**src/rtl/pcs_tx.sv**
```systemverilog
// 100BASE-X PCS transmit: 4B/5B encoding of the MII TX nibble stream, J/K/T/R/H framing, serialiser, crs/col.
// Optional feature: define PCS_TX_ERR_EN to replace data groups with H while mii_tx_er is high in DATA.
module pcs_tx (
    input  logic       clk,
    input  logic       rst_n,
    input  logic       mii_tx_ce,
    input  logic       mii_tx_en,
    input  logic [3:0] mii_txd,
    input  logic       mii_tx_er,
    input  logic       link_status,
    input  logic       rx_receiving,
    output logic       pma_data,
    output logic       mii_crs,
    output logic       mii_col,
    output logic       transmitting,
    output logic [2:0] state_dbg
);

    typedef enum logic [2:0] {
        ST_IDLE    = 3'd0,
        ST_START_J = 3'd1,
        ST_START_K = 3'd2,
        ST_DATA    = 3'd3,
        ST_END_T   = 3'd4,
        ST_END_R   = 3'd5
    } state_t;

    localparam logic [4:0] CG_I = 5'b11111;
    localparam logic [4:0] CG_J = 5'b11000;
    localparam logic [4:0] CG_K = 5'b10001;
    localparam logic [4:0] CG_T = 5'b01101;
    localparam logic [4:0] CG_R = 5'b00111;
    localparam logic [4:0] CG_H = 5'b00100;

    function automatic logic [4:0] enc_data(input logic [3:0] d);
        enc_data = CG_I;
        case (d)
            4'h0: enc_data = 5'b11110;
            4'h1: enc_data = 5'b01001;
            4'h2: enc_data = 5'b10100;
            4'h3: enc_data = 5'b10101;
            4'h4: enc_data = 5'b01010;
            4'h5: enc_data = 5'b01011;
            4'h6: enc_data = 5'b01110;
            4'h7: enc_data = 5'b01111;
            4'h8: enc_data = 5'b10010;
            4'h9: enc_data = 5'b10011;
            4'hA: enc_data = 5'b10110;
            4'hB: enc_data = 5'b10111;
            4'hC: enc_data = 5'b11010;
            4'hD: enc_data = 5'b11011;
            4'hE: enc_data = 5'b11100;
            4'hF: enc_data = 5'b11101;
        endcase
    endfunction

    state_t     state_q;
    state_t     state_nxt;
    logic [4:0] grp_nxt;
    logic       grp_tx_nxt;
    logic [4:0] grp_q;
    logic       grp_tx_q;
    logic       load_q;
    logic [4:0] shreg_q;
    logic       data_err;

`ifdef PCS_TX_ERR_EN
    assign data_err = mii_tx_er;
`else
    logic unused_tx_er;
    assign unused_tx_er = mii_tx_er;
    assign data_err     = 1'b0;
`endif

    // MII side is a strobe-qualified stream: mii_tx_ce is the valid, the PCS is always
    // ready, so every nibble present while mii_tx_ce=1 is consumed on that edge.
    always_comb begin
        state_nxt  = state_q;
        grp_nxt    = CG_I;
        grp_tx_nxt = 1'b0;
        if (!link_status) begin
            state_nxt = ST_IDLE;
        end else if (mii_tx_ce) begin
            case (state_q)
                ST_START_K: begin
                    grp_tx_nxt = 1'b1;
                    if (mii_tx_en) begin
                        grp_nxt   = CG_K;
                        state_nxt = ST_DATA;
                    end else begin
                        grp_nxt   = CG_T;
                        state_nxt = ST_END_R;
                    end
                end
                ST_DATA: begin
                    grp_tx_nxt = 1'b1;
                    if (mii_tx_en) begin
                        grp_nxt = data_err ? CG_H : enc_data(mii_txd);
                    end else begin
                        grp_nxt   = CG_T;
                        state_nxt = ST_END_R;
                    end
                end
                ST_END_R: begin
                    // R stands in for J when a new stream follows immediately
                    grp_nxt    = CG_R;
                    grp_tx_nxt = 1'b1;
                    state_nxt  = mii_tx_en ? ST_START_K : ST_IDLE;
                end
                default: begin
                    if (mii_tx_en) begin
                        grp_nxt    = CG_J;
                        grp_tx_nxt = 1'b1;
                        state_nxt  = ST_START_K;
                    end else begin
                        state_nxt = ST_IDLE;
                    end
                end
            endcase
        end
    end

    // Group is chosen on the strobe edge and loaded one edge later, so the serial
    // output and transmitting change together.
    always_ff @(posedge clk or negedge rst_n) begin
        if (!rst_n) begin
            state_q      <= ST_IDLE;
            grp_q        <= CG_I;
            grp_tx_q     <= 1'b0;
            load_q       <= 1'b0;
            shreg_q      <= CG_I;
            transmitting <= 1'b0;
        end else begin
            state_q <= state_nxt;
            load_q  <= mii_tx_ce;
            if (mii_tx_ce) begin
                grp_q    <= grp_nxt;
                grp_tx_q <= grp_tx_nxt;
            end
            if (load_q) begin
                shreg_q      <= grp_q;
                transmitting <= grp_tx_q;
            end else begin
                shreg_q <= {shreg_q[3:0], 1'b1};
            end
        end
    end

    assign pma_data  = shreg_q[4];
    assign mii_crs   = transmitting | rx_receiving;
    assign mii_col   = transmitting & rx_receiving;
    assign state_dbg = state_q;

endmodule
```
**config.mk**
```make
export PLATFORM = sky130hd
export DESIGN_NAME = pcs_tx
export DESIGN_NICKNAME = d
export VERILOG_FILES = /design/src/rtl/pcs_tx.sv
export SDC_FILE = /design/constraint.sdc
export NUM_CORES = 1
export LEC_CHECK = 0
export BUFFER_PORTS_ARGS = -buffer_cell sky130_fd_sc_hd__buf_2
export CORE_MARGIN = 5
export CORE_UTILIZATION = 50
export DETAILED_ROUTE_END_ITERATION = 8
export PLACE_DENSITY = 0.75
export SYNTH_ARGS = -nofsm -noshare
export SYNTH_HDL_FRONTEND = slang
export SYNTH_SLANG_ARGS = --single-unit
```
**constraint.sdc**
```tcl
create_clock -name clk -period 1.3 [get_ports clk]
set_input_delay 0.065 -clock clk [delete_from_list [all_inputs] [get_ports clk]]
set_output_delay 0.065 -clock clk [all_outputs]
set_load 0.01 [all_outputs]
```
=== Word level (Yosys, flattened, before mapping) ===
Memories as Yosys holds them, arrays and structs flattened.
Index checks and enable logic that the tools add are counted.

* Input port bits: 11
* Memories kept: 1
* Word-level logic and storage cells: 31
* Flip-flop bits (word level): 16
* ROM bits: 80
* Output and inout bits: 7

{| class="wikitable"
|+ Memory list
! memory !! depth !! width !! read ports !! clocked after memory_dff !! wr ports !! RTL line !! text
|-
| (no name shown) || 16 || 5 || 1 || 0 || 0 || 37 || <nowiki>case (d)</nowiki>
|}

* Equal/unequal tests: 5
* Bitwise operators: 2
* Muxes and demuxes: 15
* Reductions and logical operators: 2

{| class="wikitable"
|+ Operators by type and width
! operator !! count
|-
| 5-bit 2-to-1 mux || 4
|-
| 3-bit 2-to-1 mux || 5
|-
| 5-bit one-hot mux with 3 select lines || 1
|-
| 3-bit by 2-bit == test with 1-bit output (second input constant) || 2
|-
| 3-bit one-hot mux with 2 select lines || 1
|-
| 3-bit == test (second input constant) || 1
|-
| 1-bit 2-to-1 mux || 3
|-
| 3-bit != test (second input constant) || 1
|-
| 3-bit OR reduction || 1
|-
| 2-bit 2-to-1 mux || 1
|-
| 2-bit != test (second input constant) || 1
|-
| 2-bit AND reduction || 1
|-
| 1-bit bitwise AND || 1
|-
| 1-bit OR || 1
|}

=== Longest topological paths before layout ===
* Word-level depth: 4
* Mapped depth: 4
* Depth with buffers taken out: 4

=== Worst setup path before layout ===
OpenSTA, ideal clock, no wires.

* Path kind: flip-flop to flip-flop
* From: register state_q[1] (netlist: state_dbg[1])
* To: register grp_tx_q
* Slack: 0.189 ns
* Clock period less this slack: 1.111 ns
* Setup time: 0.126 ns
* Stages on the path, launching flop included: 4
* Data required time: 1.174 ns
* Arrival: 0.985 ns
* Buffers on the path: 0
* Cells stage by stage: dfrtp_1 > nand3b_1 > a21oi_1 > a311o_1

* Word-level cells in the longest chain between the ends: 4
* Elaborated cells on any way between the ends: 6
* Classes of those cells: 3 x eq/ne; 2 x mux; 1 x reduce/logical

{| class="wikitable"
|+ RTL lines
! item !! RTL line !! text
|-
| start, declared || 57 || <nowiki>state_t state_q;</nowiki>
|-
| start signal, assigned || 134 || <nowiki>state_q <= state_nxt;</nowiki>
|-
| 3-bit == test / 3-bit by 2-bit == test with 1-bit output (equally long branches) || 84 || <nowiki>case (state_q)</nowiki>
|-
| 3-bit OR reduction (no line) * || - ||
|-
| 1-bit 2-to-1 mux * || 84 ||
|-
| 1-bit 2-to-1 mux * || 81 || <nowiki>if (!link_status) begin</nowiki>
|-
| end signal, assigned || 138 || <nowiki>grp_tx_q <= grp_tx_nxt;</nowiki>
|-
| end, declared || 62 || <nowiki>logic grp_tx_q;</nowiki>
|}

Mark *: on every way between the ends. The rest lies on a longest branch, timed or not.
A chain may end at the register's enable or synchronous reset.

=== Worst setup path in the final report ===
* From: register state_q[2] (netlist: state_dbg[2])
* To: register grp_q[1]

* Word-level cells in the longest chain between the ends: 3
* Elaborated cells on any way between the ends: 5
* Classes of those cells: 3 x eq/ne; 2 x mux

{| class="wikitable"
|+ RTL lines
! item !! RTL line !! text
|-
| 3-bit == test / 3-bit by 2-bit == test with 1-bit output (equally long branches) || 84 ||
|-
| 5-bit one-hot mux with 3 select lines * || 84 ||
|-
| 5-bit 2-to-1 mux * || 81 ||
|-
| end signal, assigned || 137 || <nowiki>grp_q <= grp_nxt;</nowiki>
|-
| end, declared || 61 || <nowiki>logic [4:0] grp_q;</nowiki>
|}

Marks and branches as above.

==> results_dict.tcl <==
set metrics [dict create \
    path_max_fanout 5 \
    ys_seq_area_share_pct 55.65 \
    num_io_pins 18 \
    detail-route-antenna-nets 0 \
    grt_pass1_vias 564 \
    internal_power_uw 737.8 \
    arrival_ps 1390 \
    route.detailed.drc 0 \
    share_seq_of_total_power_pct 59.3 \
    worst-setup-path-type "reg -> reg" \
    cts_hold_buf 1 \
    grt_setup_unrepaired "no" \
    die-area_sq_um 2354 \
    layout_common_cells "buf_2, dfstp_2, nor2_1, a21oi_1, dfrtp_1" \
    diodes 0 \
    crit_path_start_kind "register" \
    rows 14 \
    ys_types 24 \
    reg2reg_depth 4 \
    via_count 565 \
    postCtsSetupRepairBufs 0 \
    avgRoutedWirePerCell_um 13.17 \
    comb_power_share_pct 13.9 \
    synth_nets 78 \
    cts.root.buffer_cell "clkbuf_4" \
    drtPass1Iterations 4 \
    area_growth_pct 17.71 \
    switchingPower_uw 234.9 \
    postLayoutCoreUtil_pct 60.07 \
    yosysTopAreaCell "dfstp_2" \
    fp.dieH_um 48.52 \
    dpl.hpwl_um 1007 \
    crit_path_top_delay_cell "dfrtp_1" \
    die_w_um 48.52 \
    synth.top_cell.area_share_pct 35.41 \
    status "finished, final reports clean" \
    power_density_nw_per_um2 1114 \
    hold_violations 0 \
    drive_gt1_share_pct 43.68 \
    cts_tree "built" \
    vdd_drop_max_uv 524.8 \
    pwr-share-clk_pct 26.8 \
    initial_core_util_pct 51.03 \
    max_freq_mhz 848.1 \
    synth-seq-cells 16 \
    power_leakage_uw 0.0003740 \
    clockBufferDepth 2 \
    dpl_cell_area_sq_um 837.1 \
    cp_num_cells 4 \
    fin_crit_sh_pct 90.70 \
    core-area_sq_um 1454 \
    period_needed_ps 1179 \
    routed_wl_um 1357 \
    cp_slowest_stage_delay_ps 420 \
    hold_path_depth 1 \
    cts_buffers 3 \
    tightestPinTransition_ps 337.2 \
    nets 99 \
    clkTransAtPathRegs_ps 90 \
    port_buffers 16 \
    hp-class "in -> reg" \
    post_cts_resize_count 0 \
    drv_cap 0 \
    synthCells 67 \
    setup_viol 0 \
    slew_headroom_pct 77.52 \
    finalPower_uw 972.6 \
    track_usage_pct 12.82 \
    crit_family "compound AO/OA/AOI/OAI gates" \
    required_ps 1510 \
    clk_latency_ps 280 \
    via_per_inst 5.485 \
    gp_congestion 0.8078 \
    grt_pass1_wl_um 2366 \
    drv_slew 0 \
    h-tree-depth 1 \
    antenna_found_initial 0 \
    finalInstanceArea_sq_um 873.3 \
    setup_tns_ps 0 \
    worst-path-buf-inv 0 \
    layout_commonest_cell "buf_2" \
    path_cells "nand2b_4 -> a311oi_2 -> o31ai_1 -> a21oi_1" \
    synth_area_sq_um 742.0 \
    grt_overflow 0 \
    numClockSinks 16 \
    grt_max_degree 17 \
    yosysWarnings 0 \
    synth_area_leaders "dfstp_2, dfrtp_1, mux2_2, a21oi_1, nor2_1" \
    switching_share_pct 24.15 \
    fin_skew_ps 10.82 \
    first_iter_violations 6 \
    avgSynthCellArea_sq_um 11.07 \
    crit_path_end_kind "register" \
]
Yosys cell counts, drive strengths merged:
cell type / count
nor2b: 3
and2: 2
mux2i: 2
o211ai: 1
nand3b: 1
and2b: 1
o311ai: 1
or2: 1
a311oi: 1
nand2b: 2
dfrtp: 6
o31ai: 2
inv: 3
mux2: 5
a311o: 1
nand2: 4
nor3: 1
a21oi: 8
buf: 1
o21ai: 3
nor2: 8
dfstp: 10
routing by layer:
metal	global-route usage, %	up-vias	share of wire (%)	wire [um]
met5	0	-	0	0
met4	8.072	0	2.4	33
met3	3.374	4	5.0	68
met2	20.43	15	46	628
met1	15.13	268	46	626
li1	-	278	-	-
layout make-up:
type / instances / area, sq um
Fill cell: 136 / 580.6
Clock buffer: 4 / 26.28
Sequential cell: 16 / 412.9
Multi-Input combinational cell: 47 / 312.8
Timing Repair Buffer: 17 / 90.09
Inverter: 3 / 11.26
Tap cell: 16 / 20.02
sequential cells by signal, indices dropped and copies added (netlist names):
signal and cells:
transmitting 1, load_q 1, shreg_q 5, state_dbg 3
grp_tx_q 1, grp_q 5
worst register-to-register path, stage by stage, from the launching register on:
cell and delay, ps:
dfrtp_1 420, nand2b_4 170, a311oi_2 250, o31ai_1 110, a21oi_1 150
power by group through the flow:
stage	Sequential (uW)	Combinational, uW	Clock, uW
finish	577	136	260
global route	582	152	298
CTS	577	138	275
detailed placement	585	135	0
global placement	584	131	0
floorplan	585	70.7	0
worst paths after layout:
check / to / slack [ps] / startpoint
worst max-delay path: grp_q[1] / 120 / state_dbg[2]
worst min-delay path: load_q / 30 / mii_tx_ce
worst max register to register: grp_q[1] / 120 / state_dbg[2]
worst min register to register: grp_q[4] / 500 / grp_q[4]
max in group asynchronous: shreg_q[1] / 770 / rst_n
min in group asynchronous: load_q / 220 / rst_n
stage by stage:
step | setup slack, ps | hold WS (ps) | instances
finish | 120.9 | 30.58 | 103
global route | 26.03 | 12.66 | 103
CTS | 117.2 | 19.38 | 103
detailed placement | 156.0 | -10.51 | 98
global placement | 184.4 | -11.81 | 98
floorplan | 188.9 | -230.6 | 67
cell families (layout without fill, tap and decap cells):
group,after synthesis,count (layout),share of synthesized area (%)
AND/OR/NAND/NOR,23,23,16.86
buffers and inverters,4,24,2.191
AO/OA/AOI/OAI,17,17,15.01
multiplexers,7,7,10.29
flip-flops,16,16,55.65
(Power assumes the default switching activity.)
